[config.mk]
export PLATFORM = sky130hd
export DESIGN_NAME = ssd_count_ctrl
export DESIGN_NICKNAME = d
export VERILOG_FILES = /design/src/rtl/ssd_count_ctrl.sv
export SDC_FILE = /design/constraint.sdc
export NUM_CORES = 1
export LEC_CHECK = 0
export ABC_AREA = 1
export CORE_MARGIN = 3
export CORE_UTILIZATION = 60
export DETAILED_ROUTE_END_ITERATION = 12
export PLACE_DENSITY = 0.83
export REMOVE_ABC_BUFFERS = 1
export SETUP_SLACK_MARGIN = 0.02
export SLEW_MARGIN = 10
export SYNTH_ARGS = -nofsm -noshare
export SYNTH_HDL_FRONTEND = slang
export SYNTH_SLANG_ARGS = --single-unit
[constraint.sdc]
create_clock -name clk -period 1.9 [get_ports clk]
set_input_delay 0.475 -clock clk [delete_from_list [all_inputs] [get_ports clk]]
set_output_delay 0.475 -clock clk [all_outputs]
set_load 0.1 [all_outputs]
[src/rtl/ssd_count_ctrl.sv]
// Control stage for the two-digit SSD path: debounced run/clear buttons, a direction
// switch, an 8-bit up/down hex counter and the free-running digit-multiplex clock.
module ssd_count_ctrl #(
  parameter int MUX_DIV    = 50000,
  parameter int TICK_DIV   = 10000000,
  parameter int DEB_CYCLES = 1000000
) (
  input  logic       clk,
  input  logic       rst_n,
  input  logic       btn_run,
  input  logic       btn_clr,
  input  logic       sw_dir,
  output logic       mux_clk,
  output logic [7:0] data,
  output logic       running
);

  localparam int DW = (DEB_CYCLES > 1) ? $clog2(DEB_CYCLES) : 1;
  localparam int MW = (MUX_DIV > 1) ? $clog2(MUX_DIV) : 1;
  localparam int TW = $clog2(TICK_DIV);

  localparam logic [DW-1:0] DEB_LAST  = DW'(DEB_CYCLES - 1);
  localparam logic [MW-1:0] MUX_LAST  = MW'(MUX_DIV - 1);
  localparam logic [TW-1:0] TICK_LAST = TW'(TICK_DIV - 1);

  // Bit 0 = btn_run, bit 1 = btn_clr, bit 2 = sw_dir.
  logic [2:0]    r_sync1;
  logic [2:0]    r_sync2;
  logic [1:0]    r_deb;
  logic [1:0]    r_deb_q;
  logic [1:0]    r_press;
  logic [DW-1:0] r_dc [2];
  logic [MW-1:0] r_mux_cnt;
  logic [TW-1:0] r_tick;
  logic          w_step;

  // NOTE: every sequential block uses non-blocking assignments so that all
  // registers sample pre-edge values and the two synchronizer stages stay distinct.
  always_ff @(posedge clk or negedge rst_n) begin
    if (!rst_n) begin
      r_sync1 <= '0;
      r_sync2 <= '0;
    end else begin
      r_sync1 <= {sw_dir, btn_clr, btn_run};
      r_sync2 <= r_sync1;
    end
  end

  // A level is accepted only after DEB_CYCLES consecutive cycles of disagreement.
  always_ff @(posedge clk or negedge rst_n) begin
    if (!rst_n) begin
      r_deb   <= '0;
      r_deb_q <= '0;
      r_press <= '0;
      for (int i = 0; i < 2; i++) r_dc[i] <= '0;
    end else begin
      r_deb_q <= r_deb;
      r_press <= r_deb & ~r_deb_q;
      for (int i = 0; i < 2; i++) begin
        if (r_sync2[i] == r_deb[i]) begin
          r_dc[i] <= '0;
        end else if (r_dc[i] == DEB_LAST) begin
          r_deb[i] <= r_sync2[i];
          r_dc[i]  <= '0;
        end else begin
          r_dc[i] <= r_dc[i] + 1'b1;
        end
      end
    end
  end

  always_ff @(posedge clk or negedge rst_n) begin
    if (!rst_n) begin
      r_mux_cnt <= '0;
      mux_clk   <= 1'b0;
    end else if (r_mux_cnt == MUX_LAST) begin
      r_mux_cnt <= '0;
      mux_clk   <= ~mux_clk;
    end else begin
      r_mux_cnt <= r_mux_cnt + 1'b1;
    end
  end

  assign w_step = running && (r_tick == TICK_LAST);

  // Clear overrides a coincident step; a run toggle never suppresses one.
  always_ff @(posedge clk or negedge rst_n) begin
    if (!rst_n) begin
      r_tick  <= '0;
      data    <= 8'h00;
      running <= 1'b1;
    end else begin
      if (r_press[1]) begin
        r_tick <= '0;
        data   <= 8'h00;
      end else begin
        if (running) r_tick <= w_step ? '0 : r_tick + 1'b1;
        if (w_step)  data   <= r_sync2[2] ? data - 8'd1 : data + 8'd1;
      end
      if (r_press[0]) running <= ~running;
    end
  end

endmodule
==> results.sh <==
export IMPL_start_kind="flip-flop"
export IMPL_path_clk_slew_ns=0.09
export IMPL_avgSynthCellArea_um2=7.59
export IMPL_reg2reg_to="r_tick[6]"
export IMPL_worst_pin_slew_ns=0.504
export IMPL_crit_path_end_kind="flip-flop"
export IMPL_max_freq_mhz=578
export IMPL_cts_buffers=9
export IMPL_routed_wl_um=11800
export IMPL_postSynthCellCount=752
export IMPL_critPathCapture="r_tick[6]"
export IMPL_fillers=685
export IMPL_yosysUniqueCellTypes=37
export IMPL_critical_path_arrival_ns=2.03
export IMPL_rows=34
export IMPL_outcome="finished, final reports clean"
export IMPL_cp_required_ns=2.20
export IMPL_dp_cells=896
export IMPL_synth_yosys_seq_area_share=0.447
export IMPL_grt_pass1_wl_um=20800
export IMPL_async_reset_ff_frac=1.00
export IMPL_num_vias=4970
export IMPL_die_h_um=104
export IMPL_yosysMostFrequentCell="nand2_1"
export IMPL_cts_root_buf="clkbuf_8"
export IMPL_htreeDepth=3
export IMPL_place_congestion=0.933
export IMPL_finalCritPeriodShare=0.911
export IMPL_drive_gt1_frac=0.0775
export IMPL_dr_pass1_iters=7
export IMPL_p_leak_uw=0.00300
export IMPL_synth_largest_area_cell="dfrtp_1"
export IMPL_min_path_type="reg2reg"
export IMPL_yosys_top_cells_count="nand2_1 (175), nor2_1 (140), dfrtp_1 (101)"
export IMPL_drcViolationCount=0
export IMPL_synth_warnings=0
export IMPL_synth_edf_count=0
export IMPL_power_total_uw=3540
export IMPL_clkLatencyLatePin_ns=0.37
export IMPL_worst_r2r_cell_count=8
export IMPL_layout_cells_non_filler=913
export IMPL_cap_violations=0
export IMPL_globalRouteTotalUtil=0.232
export IMPL_rsz0062_at_grt="no"
export IMPL_critPathMaxFanout=16
export IMPL_core_um2=8980
export IMPL_setup_viol=0
export IMPL_ff2ff_setup_slack_ns=0.17
export IMPL_cts_tree="yes"
export IMPL_cts_sinks=102
export IMPL_grt_max_degree=50
export IMPL_cts_setup_buffers=0
export IMPL_via_per_inst=5.44
export IMPL_grt_overflow_total=0
export IMPL_final_nets=798
export IMPL_yosysTopAreaCellShare=0.443
export IMPL_die_x_um=104
export IMPL_min_period_ns=1.73
export IMPL_grt_antenna_before_repair=0
export IMPL_ys_ff_latch=102
export IMPL_critical_path_class="reg2reg"
export IMPL_clockBufferDepth=2
export IMPL_post_drt_wl_per_cell_um=13.0
export IMPL_crit_path_start="r_tick[0]"
export IMPL_ios=15
export IMPL_place_hpwl_um=8910
export IMPL_port_buffers=14
export IMPL_crit_reg2reg_launch="r_tick[0]"
export IMPL_peakVddDrop_mv=0.602
export IMPL_grt_pass1_vias=4731
export IMPL_synthFlopType="dfrtp_1"
export IMPL_drtIter0Drc=247
export IMPL_dieArea_um2=10700
export IMPL_p_per_area_nw_per_um2=558
export IMPL_fin_skew_ns=0.0137
export IMPL_final_antenna_net_count=0
export IMPL_timing_final_max_slew_violations=0
export IMPL_fin_util=0.706
export IMPL_slew_headroom=0.662
export IMPL_area_growth_pct=11.0
export IMPL_n_antenna_cell=0
export IMPL_synthTopCellsByArea="dfrtp_1 (44%), nand2_1 (12%), nor2_1 (9.2%)"
export IMPL_synth_area_um2=5710
export IMPL_finalHoldViolCount=0
export IMPL_initial_utilization=0.636
==> registers in the layout (all words and copies together) (netlist names) <==
signal	count
running	1
data	8
r_deb	2
r_deb_q	2
r_dc	40
r_press	2
r_sync1	3
r_tick	24
r_mux_cnt	16
r_sync2	3
mux_clk	1
==> worst max-delay path: stages, from the launching register on <==
cell and delay (ns):
dfrtp_1 0.41, ha_1 0.25, nand3_2 0.12, nor2_2 0.06, nand3_1 0.11, nor2_2 0.07
nor2_4 0.32, o21ai_0 0.19, nor2_1 0.14
==> worst min-delay path by stage <==
stage	from	end	slack (ns)	cells past startpoint
detailed placement	r_sync1[0]	r_sync2[0]	0.34	0
finish	r_sync1[0]	r_sync2[0]	0.36	0
floorplan	rst_n	data[0]	0.18	0
CTS	r_sync1[0]	r_sync2[0]	0.36	0
global placement	r_sync1[2]	r_sync2[2]	0.33	0
global route	r_sync1[0]	r_sync2[0]	0.37	0
==> placed cells by master (no fill, tap or decap), types with 2 or more instances in the layout <==
master | synthesis | routed
a21oi_1 | 15 | 15
a31oi_1 | 2 | 2
buf_12 | 0 | 12
buf_4 | 1 | 5
clkbuf_1 | 0 | 3
clkbuf_8 | 0 | 9
clkdlybuf4s50_1 | 0 | 3
clkinv_4 | 0 | 2
dfrtp_1 | 101 | 101
ha_1 | 10 | 10
inv_1 | 96 | 96
inv_2 | 3 | 3
nand2_1 | 175 | 174
nand2_2 | 3 | 4
nand3_1 | 57 | 57
nand3_2 | 2 | 2
nand3b_1 | 3 | 3
nand4_1 | 30 | 30
nor2_1 | 140 | 140
nor2_2 | 7 | 7
nor2_4 | 4 | 4
nor3_1 | 30 | 30
nor3_4 | 3 | 3
nor3b_1 | 3 | 3
o21ai_0 | 10 | 10
o21ai_1 | 5 | 5
or2_2 | 2 | 2
xnor2_1 | 6 | 6
xor2_1 | 31 | 31
==> final cells by class <==
type | instances | area (um2) | share of cell area
Timing Repair Buffer | 21 | 318 | 0.0502
Clock inverter | 4 | 31.3 | 0.00494
Inverter | 99 | 372 | 0.0587
Multi-Input combinational cell | 549 | 2770 | 0.437
Sequential cell | 102 | 2550 | 0.403
Clock buffer | 12 | 135 | 0.0213
Tap cell | 126 | 158 | 0.0249
==> power by group <==
group          leakage, uW  internal, uW  switching, uW
logic              0.00153          39.8           83.3
clock network    0.0000849           486            726
registers          0.00139          2190           14.9
total              0.00300          2710            824
==> layer usage <==
| metal | global-route usage | wire (um) | vias up |
|---|---|---|---|
| li1 | - | - | 2460 |
| met1 | 0.291 | 5160 | 2351 |
| met2 | 0.407 | 5990 | 140 |
| met3 | 0.0448 | 534 | 19 |
| met4 | 0.0722 | 159 | 0 |
| met5 | 0 | 0 | - |
==> stage by stage <==
stage	cell area (um2)	setup slack (ns)	TNS, ns	hold WS (ns)
after floorplan	5690	-0.0987	-0.193	0.179
after global placement	6160	0.207	0	0.332
after detailed placement	6160	0.121	0	0.345
after CTS	6330	0.111	0	0.363
after global routing	6330	0.0638	0	0.368
final	6330	0.168	0	0.362
==> kinds of logic after synthesis <==
| kind of cell | Yosys count | synth area share |
|---|---|---|
| XOR/XNOR | 37 | 0.0568 |
| AND/OR/NAND/NOR | 466 | 0.369 |
| buffers and inverters | 101 | 0.0684 |
| adder cells (fa/ha/maj) | 11 | 0.0254 |
| AO/OA/AOI/OAI | 35 | 0.0327 |
| flip-flops | 102 | 0.447 |
==> repair_timing <==
action / 4_1_cts / 5_1_grt
endpoints found under the setup margin: 0 / 6
hold endpoints to repair: 17 / 0
hold buffers: 1 / 0
resized for setup: 0 / 1
Power figures use the tool's default switching activity.
